`src/rtl/dcache_ctrl_if.sv`:
```
// CPU, cache-SRAM and memory-side signals of the data cache controller.
// The master modport is the controller's view; slave is the environment's.
interface dcache_ctrl_if;
  // CPU side
  logic [31:0]  cpu_addr_i;
  logic [31:0]  cpu_data_i;
  logic         cpu_MemRead_i;
  logic         cpu_MemWrite_i;
  logic [31:0]  cpu_data_o;
  logic         cpu_stall_o;
  // cache SRAM side
  logic [3:0]   sram_addr_o;
  logic [24:0]  sram_tag_o;
  logic [255:0] sram_data_o;
  logic         sram_enable_o;
  logic         sram_write_o;
  logic [24:0]  sram_tag_i;
  logic [255:0] sram_data_i;
  logic         sram_hit_i;
  // memory side
  logic [31:0]  mem_addr_o;
  logic [255:0] mem_data_o;
  logic         mem_enable_o;
  logic         mem_write_o;
  logic [255:0] mem_data_i;
  logic         mem_ack_i;

  modport master (
    input  cpu_addr_i, cpu_data_i, cpu_MemRead_i, cpu_MemWrite_i,
    output cpu_data_o, cpu_stall_o,
    output sram_addr_o, sram_tag_o, sram_data_o, sram_enable_o, sram_write_o,
    input  sram_tag_i, sram_data_i, sram_hit_i,
    output mem_addr_o, mem_data_o, mem_enable_o, mem_write_o,
    input  mem_data_i, mem_ack_i
  );

  modport slave (
    output cpu_addr_i, cpu_data_i, cpu_MemRead_i, cpu_MemWrite_i,
    input  cpu_data_o, cpu_stall_o,
    input  sram_addr_o, sram_tag_o, sram_data_o, sram_enable_o, sram_write_o,
    output sram_tag_i, sram_data_i, sram_hit_i,
    input  mem_addr_o, mem_data_o, mem_enable_o, mem_write_o,
    output mem_data_i, mem_ack_i
  );
endinterface

```
`src/rtl/dcache_ctrl.sv`:
```
// Write-back, write-allocate data cache controller. Hits complete in the
// request cycle; a miss optionally writes back the dirty victim line, then
// refills the line from memory and re-runs the access as a hit.
module dcache_ctrl (
  input  logic          clk_i,
  input  logic          rst_i,
  dcache_ctrl_if.master bus
);

  typedef enum logic [2:0] {IDLE, MISS, WRITEBACK, READMISS, READMISSOK} state_t;

  state_t        state;
  logic [255:0]  victim_data;
  logic [255:0]  refill_data;
  logic [31:0]   mem_addr;
  logic          mem_enable;
  logic          mem_write;

  logic          req;
  logic [22:0]   tag;
  logic [3:0]    idx;
  logic [2:0]    word;
  logic [7:0]    bit_ofs;
  logic [255:0]  merged;

  // byte-offset bits never matter: accesses are whole words
  wire unused_byte_ofs = ^bus.cpu_addr_i[1:0];

  assign req     = bus.cpu_MemRead_i | bus.cpu_MemWrite_i;
  assign tag     = bus.cpu_addr_i[31:9];
  assign idx     = bus.cpu_addr_i[8:5];
  assign word    = bus.cpu_addr_i[4:2];
  assign bit_ofs = {word, 5'b0};

  assign bus.sram_addr_o   = idx;
  assign bus.sram_enable_o = req;
  // load data always reflects the line as read, so a combined read+write
  // returns the pre-write word
  assign bus.cpu_data_o    = bus.sram_data_i[bit_ofs +: 32];

  assign bus.mem_addr_o    = mem_addr;
  assign bus.mem_data_o    = victim_data;
  assign bus.mem_enable_o  = mem_enable;
  assign bus.mem_write_o   = mem_write;

  // store merge: current line with the addressed word replaced
  always_comb begin
    merged = bus.sram_data_i;
    merged[bit_ofs +: 32] = bus.cpu_data_i;
  end

  // stall and SRAM write strobes; only a write hit in IDLE and the refill
  // cycle ever write the SRAM
  always_comb begin
    bus.cpu_stall_o  = 1'b1;
    bus.sram_write_o = 1'b0;
    bus.sram_tag_o   = {2'b11, tag};
    bus.sram_data_o  = merged;
    case (state)
      IDLE: begin
        bus.cpu_stall_o  = req & ~bus.sram_hit_i;
        bus.sram_write_o = bus.cpu_MemWrite_i & bus.sram_hit_i;
      end
      READMISSOK: begin
        bus.sram_write_o = 1'b1;
        bus.sram_tag_o   = {2'b10, tag};
        bus.sram_data_o  = refill_data;
      end
      default: ;
    endcase
  end

  // miss FSM with registered memory request outputs
  always_ff @(posedge clk_i or negedge rst_i) begin
    if (!rst_i) begin
      state       <= IDLE;
      victim_data <= '0;
      refill_data <= '0;
      mem_addr    <= '0;
      mem_enable  <= 1'b0;
      mem_write   <= 1'b0;
    end else begin
      case (state)
        IDLE: begin
          if (req && !bus.sram_hit_i) state <= MISS;
        end
        MISS: begin
          // SRAM presents the LRU victim during a miss
          victim_data <= bus.sram_data_i;
          mem_enable  <= 1'b1;
          if (bus.sram_tag_i[24] && bus.sram_tag_i[23]) begin
            state     <= WRITEBACK;
            mem_write <= 1'b1;
            mem_addr  <= {bus.sram_tag_i[22:0], idx, 5'b0};
          end else begin
            state     <= READMISS;
            mem_write <= 1'b0;
            mem_addr  <= {tag, idx, 5'b0};
          end
        end
        WRITEBACK: begin
          if (bus.mem_ack_i) begin
            state     <= READMISS;
            mem_write <= 1'b0;
            mem_addr  <= {tag, idx, 5'b0};
          end
        end
        READMISS: begin
          if (bus.mem_ack_i) begin
            state       <= READMISSOK;
            refill_data <= bus.mem_data_i;
            mem_enable  <= 1'b0;
          end
        end
        READMISSOK: state <= IDLE;
        default:    state <= IDLE;
      endcase
    end
  end

endmodule

```
`src/flat_wrapper.sv`:
```
// flat-port wrapper written by rule: the top's interface ports become plain ports
module dcache_ctrl_flat 
  (clk_i, rst_i, bus_cpu_addr_i, bus_cpu_data_i, bus_cpu_MemRead_i, bus_cpu_MemWrite_i, bus_cpu_data_o, bus_cpu_stall_o, bus_sram_addr_o, bus_sram_tag_o, bus_sram_data_o, bus_sram_enable_o, bus_sram_write_o, bus_sram_tag_i, bus_sram_data_i, bus_sram_hit_i, bus_mem_addr_o, bus_mem_data_o, bus_mem_enable_o, bus_mem_write_o, bus_mem_data_i, bus_mem_ack_i);
  dcache_ctrl_if bus_i ();
  input  logic clk_i;
  input  logic rst_i;
  input wire logic [$bits(bus_i.cpu_addr_i)-1:0] bus_cpu_addr_i;
  input wire logic [$bits(bus_i.cpu_data_i)-1:0] bus_cpu_data_i;
  input wire logic [$bits(bus_i.cpu_MemRead_i)-1:0] bus_cpu_MemRead_i;
  input wire logic [$bits(bus_i.cpu_MemWrite_i)-1:0] bus_cpu_MemWrite_i;
  output wire logic [$bits(bus_i.cpu_data_o)-1:0] bus_cpu_data_o;
  output wire logic [$bits(bus_i.cpu_stall_o)-1:0] bus_cpu_stall_o;
  output wire logic [$bits(bus_i.sram_addr_o)-1:0] bus_sram_addr_o;
  output wire logic [$bits(bus_i.sram_tag_o)-1:0] bus_sram_tag_o;
  output wire logic [$bits(bus_i.sram_data_o)-1:0] bus_sram_data_o;
  output wire logic [$bits(bus_i.sram_enable_o)-1:0] bus_sram_enable_o;
  output wire logic [$bits(bus_i.sram_write_o)-1:0] bus_sram_write_o;
  input wire logic [$bits(bus_i.sram_tag_i)-1:0] bus_sram_tag_i;
  input wire logic [$bits(bus_i.sram_data_i)-1:0] bus_sram_data_i;
  input wire logic [$bits(bus_i.sram_hit_i)-1:0] bus_sram_hit_i;
  output wire logic [$bits(bus_i.mem_addr_o)-1:0] bus_mem_addr_o;
  output wire logic [$bits(bus_i.mem_data_o)-1:0] bus_mem_data_o;
  output wire logic [$bits(bus_i.mem_enable_o)-1:0] bus_mem_enable_o;
  output wire logic [$bits(bus_i.mem_write_o)-1:0] bus_mem_write_o;
  input wire logic [$bits(bus_i.mem_data_i)-1:0] bus_mem_data_i;
  input wire logic [$bits(bus_i.mem_ack_i)-1:0] bus_mem_ack_i;
  assign bus_i.cpu_addr_i = bus_cpu_addr_i;
  assign bus_i.cpu_data_i = bus_cpu_data_i;
  assign bus_i.cpu_MemRead_i = bus_cpu_MemRead_i;
  assign bus_i.cpu_MemWrite_i = bus_cpu_MemWrite_i;
  assign bus_cpu_data_o = bus_i.cpu_data_o;
  assign bus_cpu_stall_o = bus_i.cpu_stall_o;
  assign bus_sram_addr_o = bus_i.sram_addr_o;
  assign bus_sram_tag_o = bus_i.sram_tag_o;
  assign bus_sram_data_o = bus_i.sram_data_o;
  assign bus_sram_enable_o = bus_i.sram_enable_o;
  assign bus_sram_write_o = bus_i.sram_write_o;
  assign bus_i.sram_tag_i = bus_sram_tag_i;
  assign bus_i.sram_data_i = bus_sram_data_i;
  assign bus_i.sram_hit_i = bus_sram_hit_i;
  assign bus_mem_addr_o = bus_i.mem_addr_o;
  assign bus_mem_data_o = bus_i.mem_data_o;
  assign bus_mem_enable_o = bus_i.mem_enable_o;
  assign bus_mem_write_o = bus_i.mem_write_o;
  assign bus_i.mem_data_i = bus_mem_data_i;
  assign bus_i.mem_ack_i = bus_mem_ack_i;
  dcache_ctrl u_core (.clk_i(clk_i), .rst_i(rst_i), .bus(bus_i));
endmodule
```
`config.mk`:
```
export PLATFORM = sky130hd
export DESIGN_NAME = dcache_ctrl_flat
export DESIGN_NICKNAME = d
export VERILOG_FILES = /design/src/rtl/dcache_ctrl_if.sv /design/src/rtl/dcache_ctrl.sv /design/src/flat_wrapper.sv
export SDC_FILE = /design/constraint.sdc
export NUM_CORES = 2
export LEC_CHECK = 0
export BUFFER_PORTS_ARGS = -buffer_cell sky130_fd_sc_hd__buf_4
export CAP_MARGIN = 20
export CORE_AREA = 2 2 473 475
export DETAILED_ROUTE_END_ITERATION = 12
export DIE_AREA = 0 0 475 477
export PLACE_DENSITY = 0.34
export SLEW_MARGIN = 20
export SYNTH_ARGS = -nofsm -noshare
export SYNTH_HDL_FRONTEND = slang
export SYNTH_SLANG_ARGS = --single-unit
```
`constraint.sdc`:
```
create_clock -name clk_i -period 4.13 [get_ports clk_i]
set_clock_uncertainty 0.2 [all_clocks]
set_input_delay 0.826 -clock clk_i [delete_from_list [all_inputs] [get_ports clk_i]]
set_output_delay 0.826 -clock clk_i [all_outputs]
set_load 0.03 [all_outputs]
```
### Word level (Yosys, flattened, before mapping)

Cells that the tools add are included.

* register bits after elaboration: 549
* latch bits: 0
* bits in writable memories: 0
* memory bits (read-only): 0
* output and inout bits: 610
* logic and storage cells: 48
* memories: 0

* add/sub/neg operators: 1
* $mul: 0
* divide/modulo/power cells: 0
* magnitude comparators: 0
* equal/unequal tests: 7
* shift operators: 3
* multiplexer cells: 17
* bitwise gates (word level): 4
* reductions and logical operators: 10

Operators with widths (number)
* $bwmux W256: 1
* $mux W256: 1
* $shift A32 B10 Y256 const A: 1
* $shiftx A256 B9 Y32: 1
* $shiftx A32 B10 Y256: 1
* $mux W32: 2
* $pmux W32 S2: 1
* $mux W24: 1
* $pmux W3 S4: 1
* $neg A8 Y10: 1
* $mux W3: 3
* $eq A3 B2 Y1 const B: 2
* $pmux W1 S2: 3
* $reduce_and A2 Y1: 3
* $mux W1: 4
* $ne A2 B2 Y1 const B: 2
* $reduce_bool A2 Y1: 2
* $eq A3 B1 Y1 const B: 1
* $eq A3 B3 Y1 const B: 1
* $logic_not A3 Y1: 1
* $reduce_and A3 Y1: 1
* $and A1 B1 Y1: 2
* $logic_and A1 B1 Y1: 2
* $ne A2 B1 Y1 const B: 1
* 3 further kinds: 3

### Logic depth before layout (Yosys ltp)

* depth after elaboration: 4
* gate-level depth with buffers: 13
* gate-level depth less buffers: 7

### Worst setup path after synthesis

No wires, ideal clock.

* kind: input -> output
* start point: in bus_cpu_addr_i[2]
* end point: out bus_sram_data_o[152]
* data arrival time: 3.657 ns
* data required time: 3.104 ns
* setup slack: -0.553 ns
* stages: 12
* path through: buf_2 > buf_2 > buf_2 > inv_1 > ha_1 > ha_1 > clkbuf_2 > nor4b_1 > a21boi_1 > buf_2 > a21oi_1 > a21oi_1

* word-level cells in the longest chain between the ends: 4

Ends and longest elaborated chain
* start, declared: line flat_wrapper.sv:7 `input wire logic [$bits(bus_i.cpu_addr_i)-1:0] bus_cpu_addr_i;`
* $neg A8 Y10 *: line dcache_ctrl.sv:49 `merged[bit_ofs +: 32] = bus.cpu_data_i;`
* $shiftx A32 B10 Y256 / $shift A32 B10 Y256 (equally long branches): line dcache_ctrl.sv:49
* $bwmux W256 *: line dcache_ctrl.sv:49
* $mux W256 *: line dcache_ctrl.sv:59 `case (state)`
* end, declared: line flat_wrapper.sv:15 `output wire logic [$bits(bus_i.sram_data_o)-1:0] bus_sram_data_o;`

Mark *: on every way between the ends. The rest lies on a longest branch, timed or not.

### Final worst setup path

* start point: in bus_cpu_addr_i[2]
* end point: out bus_sram_data_o[124]

The elaborated chain is that of the path after synthesis.

==> metrics <==
Max Root-Sink Buffers=3; Worst Setup End Kind=output port; Routed Antenna Nets=0; Post-synth EDFFs=0; die height=477 um; Syn Area/Cell=9.22 um^2; Die X=475 um; Worst VDD drop=365 uV; cell with the most instances after synthesis=nand2_1; max-slew violations=0; later-pin clock latency in the skew report=0.72 ns; FMAX=243 MHz; share of cells above drive strength 1=0.453; CTS Buf Count=81; grt ovf=0; pin count of the biggest net entering global routing=102; Core Area=221000 um^2; crit path kind=input pin to output port; post-DP HPWL=171 mm; CTS tree=built; Commonest cells post-synth=nand2_1, dfrtp_1, mux2_2; gpl congestion=0.843; Slew @ Worst Pin=0.926 ns; dominant synthesized flop cell=dfrtp_1; Slowest cell on crit path=ha_2; CTS Sinks=544; via/cell ratio=3.88; Crit path required time=3.10 ns; Iteration-0 DRC Markers=1655; row cnt=173; overall global routing resource usage=0.187; pwr dens=721 nW/um^2; Ys Warns=0; CP Cell Sequence=buf_6, inv_1, ha_1, ha_2, buf_4, o311a_1, nor2_4, buf_12, a22oi_1, nand2_1, buf_4; Syn Std Cell Area=27400 um^2; worst hold slack=0.0967 ns; post-synthesis sequential area ratio=0.497; root cell of the clock tree=clkbuf_16; Final Net Count=4812; vias in the first global route=29300; Tmin final=4.11 ns; max cap viols=0; worst hold path class=input pin to flop; I/O pins=1217; Area growth syn-to-layout=64.2%; asr flop ratio synth=1.00; first-pass GRT wire length=285 mm; fin util=0.203; top cells by area, synth=dfrtp_1, nand2_1, mux2_2; die area=227000 um^2; Leak=21.5 nW; initial antenna violation count=25; final hold violation count=0; I/O Buffers=1208; 1st-pass router iterations=5; DR vias=28100; cell taking the most area after synthesis=dfrtp_1; DR WL/cell=30.5 um; CP Buf/Inv Count=5; Slew headroom=0.383; RSZ-0062 raised after global routing=yes; final worst path period share=0.996; Post-Synthesis Cells=2972; # H-tree levels=3; startpoint types=input pin; Crit Path Max Fanout=21; Clock transition at path regs=0.05 ns; area occupied by multi-input gates=13300 um^2; residual DRC count=0; initial core utilization=0.124; CP dominant cell by count=buf_4; register area=13600 um^2; Synth top area share=0.497; crit path DAT=3.09 ns; outcome=completed; # fillers=24800; routed wire length=221 mm; Setup-failing EPs final=0; delay-heaviest family, CP=buffers and inverters; Cell variety after synth=42; slowest stage delay, CP=0.40 ns; Yosys reg bits=544
-- routing by layer --
layer	wire length (um)	global-route usage	vias up	share of wire
li1	-	-	12300	-
met1	82700	0.205	14300	0.38
met2	110000	0.330	1242	0.50
met3	17400	0.0556	241	0.079
met4	9960	0.0840	4	0.045
met5	33	0	-	0.00015
-- worst reg2reg max path: cells and delay by family, from the launching register on --
kind	cells	cell delay [ns]
buf+inv	3	1.12
simple gates	2	0.46
flops	1	0.42
mux	1	0.42
-- cell usage in the layout, fill, tap and decap left out, types with 31 or more instances in the layout --
cell,Yosys,final
nand2_1,1345,1338
buf_4,33,1295
dfrtp_1,544,541
mux2_2,260,260
a22oi_1,192,189
nor2_1,92,90
clkbuf_16,0,86
buf_12,0,69
mux4_2,64,64
a21oi_1,98,61
a31oi_4,0,31
-- logic make-up after synthesis --
logic type	share of synthesized area
multiplexers	0.168
buffers and inverters	0.0485
AND/OR/NAND/NOR	0.203
other	0.000274
AO/OA/AOI/OAI	0.0807
adder cells (fa/ha/maj)	0.00274
flip-flops	0.497
-- stage by stage --
stage	std cells	setup WS, ns	setup TNS [ns]	cell area (um^2)	power [mW]
after floorplan	2976	-0.0368	-1.70	28000	18.0
after global placement	7042	-0.332	-0.735	41700	25.4
after detailed placement	7042	-0.393	-1.21	41700	25.5
after CTS	7220	-0.00905	-0.0280	44800	33.0
after global routing	7237	-0.0212	-0.0338	45000	34.2
final	7239	0.0172	0	45000	32.5
-- final timing paths --
check | from | endpoint | slack (ns) | depth (start not counted)
worst max register to register | u_core.state[1]$_DFFE_PN0P_ | u_core.bus.mem_data_o[44]$_DFFE_PN0P_ | 1.40 | 6
max in group asynchronous | rst_i | u_core.bus.mem_data_o[41]$_DFFE_PN0P_ | 2.12 | 4
min in group asynchronous | rst_i | u_core.refill_data[117]$_DFFE_PN0P_ | 0.54 | 2
worst min register to register | u_core.refill_data[98]$_DFFE_PN0P_ | u_core.refill_data[98]$_DFFE_PN0P_ | 0.27 | 2
worst max-delay path | bus_cpu_addr_i[2] | bus_sram_data_o[124] | 0.02 | 11
worst min-delay path | bus_mem_data_i[125] | u_core.refill_data[125]$_DFFE_PN0P_ | 0.1 | 3
-- registers in the layout (all words and copies together) (netlist names) --
name,cells
u_core.bus.mem_data_o,256
u_core.refill_data,256
u_core.bus.mem_addr_o,27
u_core.state,3
u_core.bus.mem_enable_o,1
u_core.bus.mem_write_o,1
-- final cells by class --
cell class | count | share of cell area
Antenna cell | 7 | 0.000389
Clock buffer | 117 | 0.0510
Clock inverter | 24 | 0.00736
Inverter | 10 | 0.00136
Multi-Input combinational cell | 2152 | 0.296
Sequential cell | 544 | 0.302
Tap cell | 2975 | 0.0827
Timing Repair Buffer | 1410 | 0.259
-- where the power goes --
group	internal, mW	total [mW]	leakage (nW)	switching (mW)
Combinational	5.97	15.8	13.6	9.85
Clock	4.13	7.14	1.28	3.01
Sequential	7.99	9.52	6.58	1.53
-- repair_timing --
action	4_1_cts	5_1_grt
endpoints found under the hold margin	60	0
gates cloned	1	3
pin swaps	3	4
buffers inserted	9	9
hold buffers	27	0
setup endpoints to repair	147	39
gates resized for setup	23	13
No activity file was read; power rests on OpenSTA's default activity.
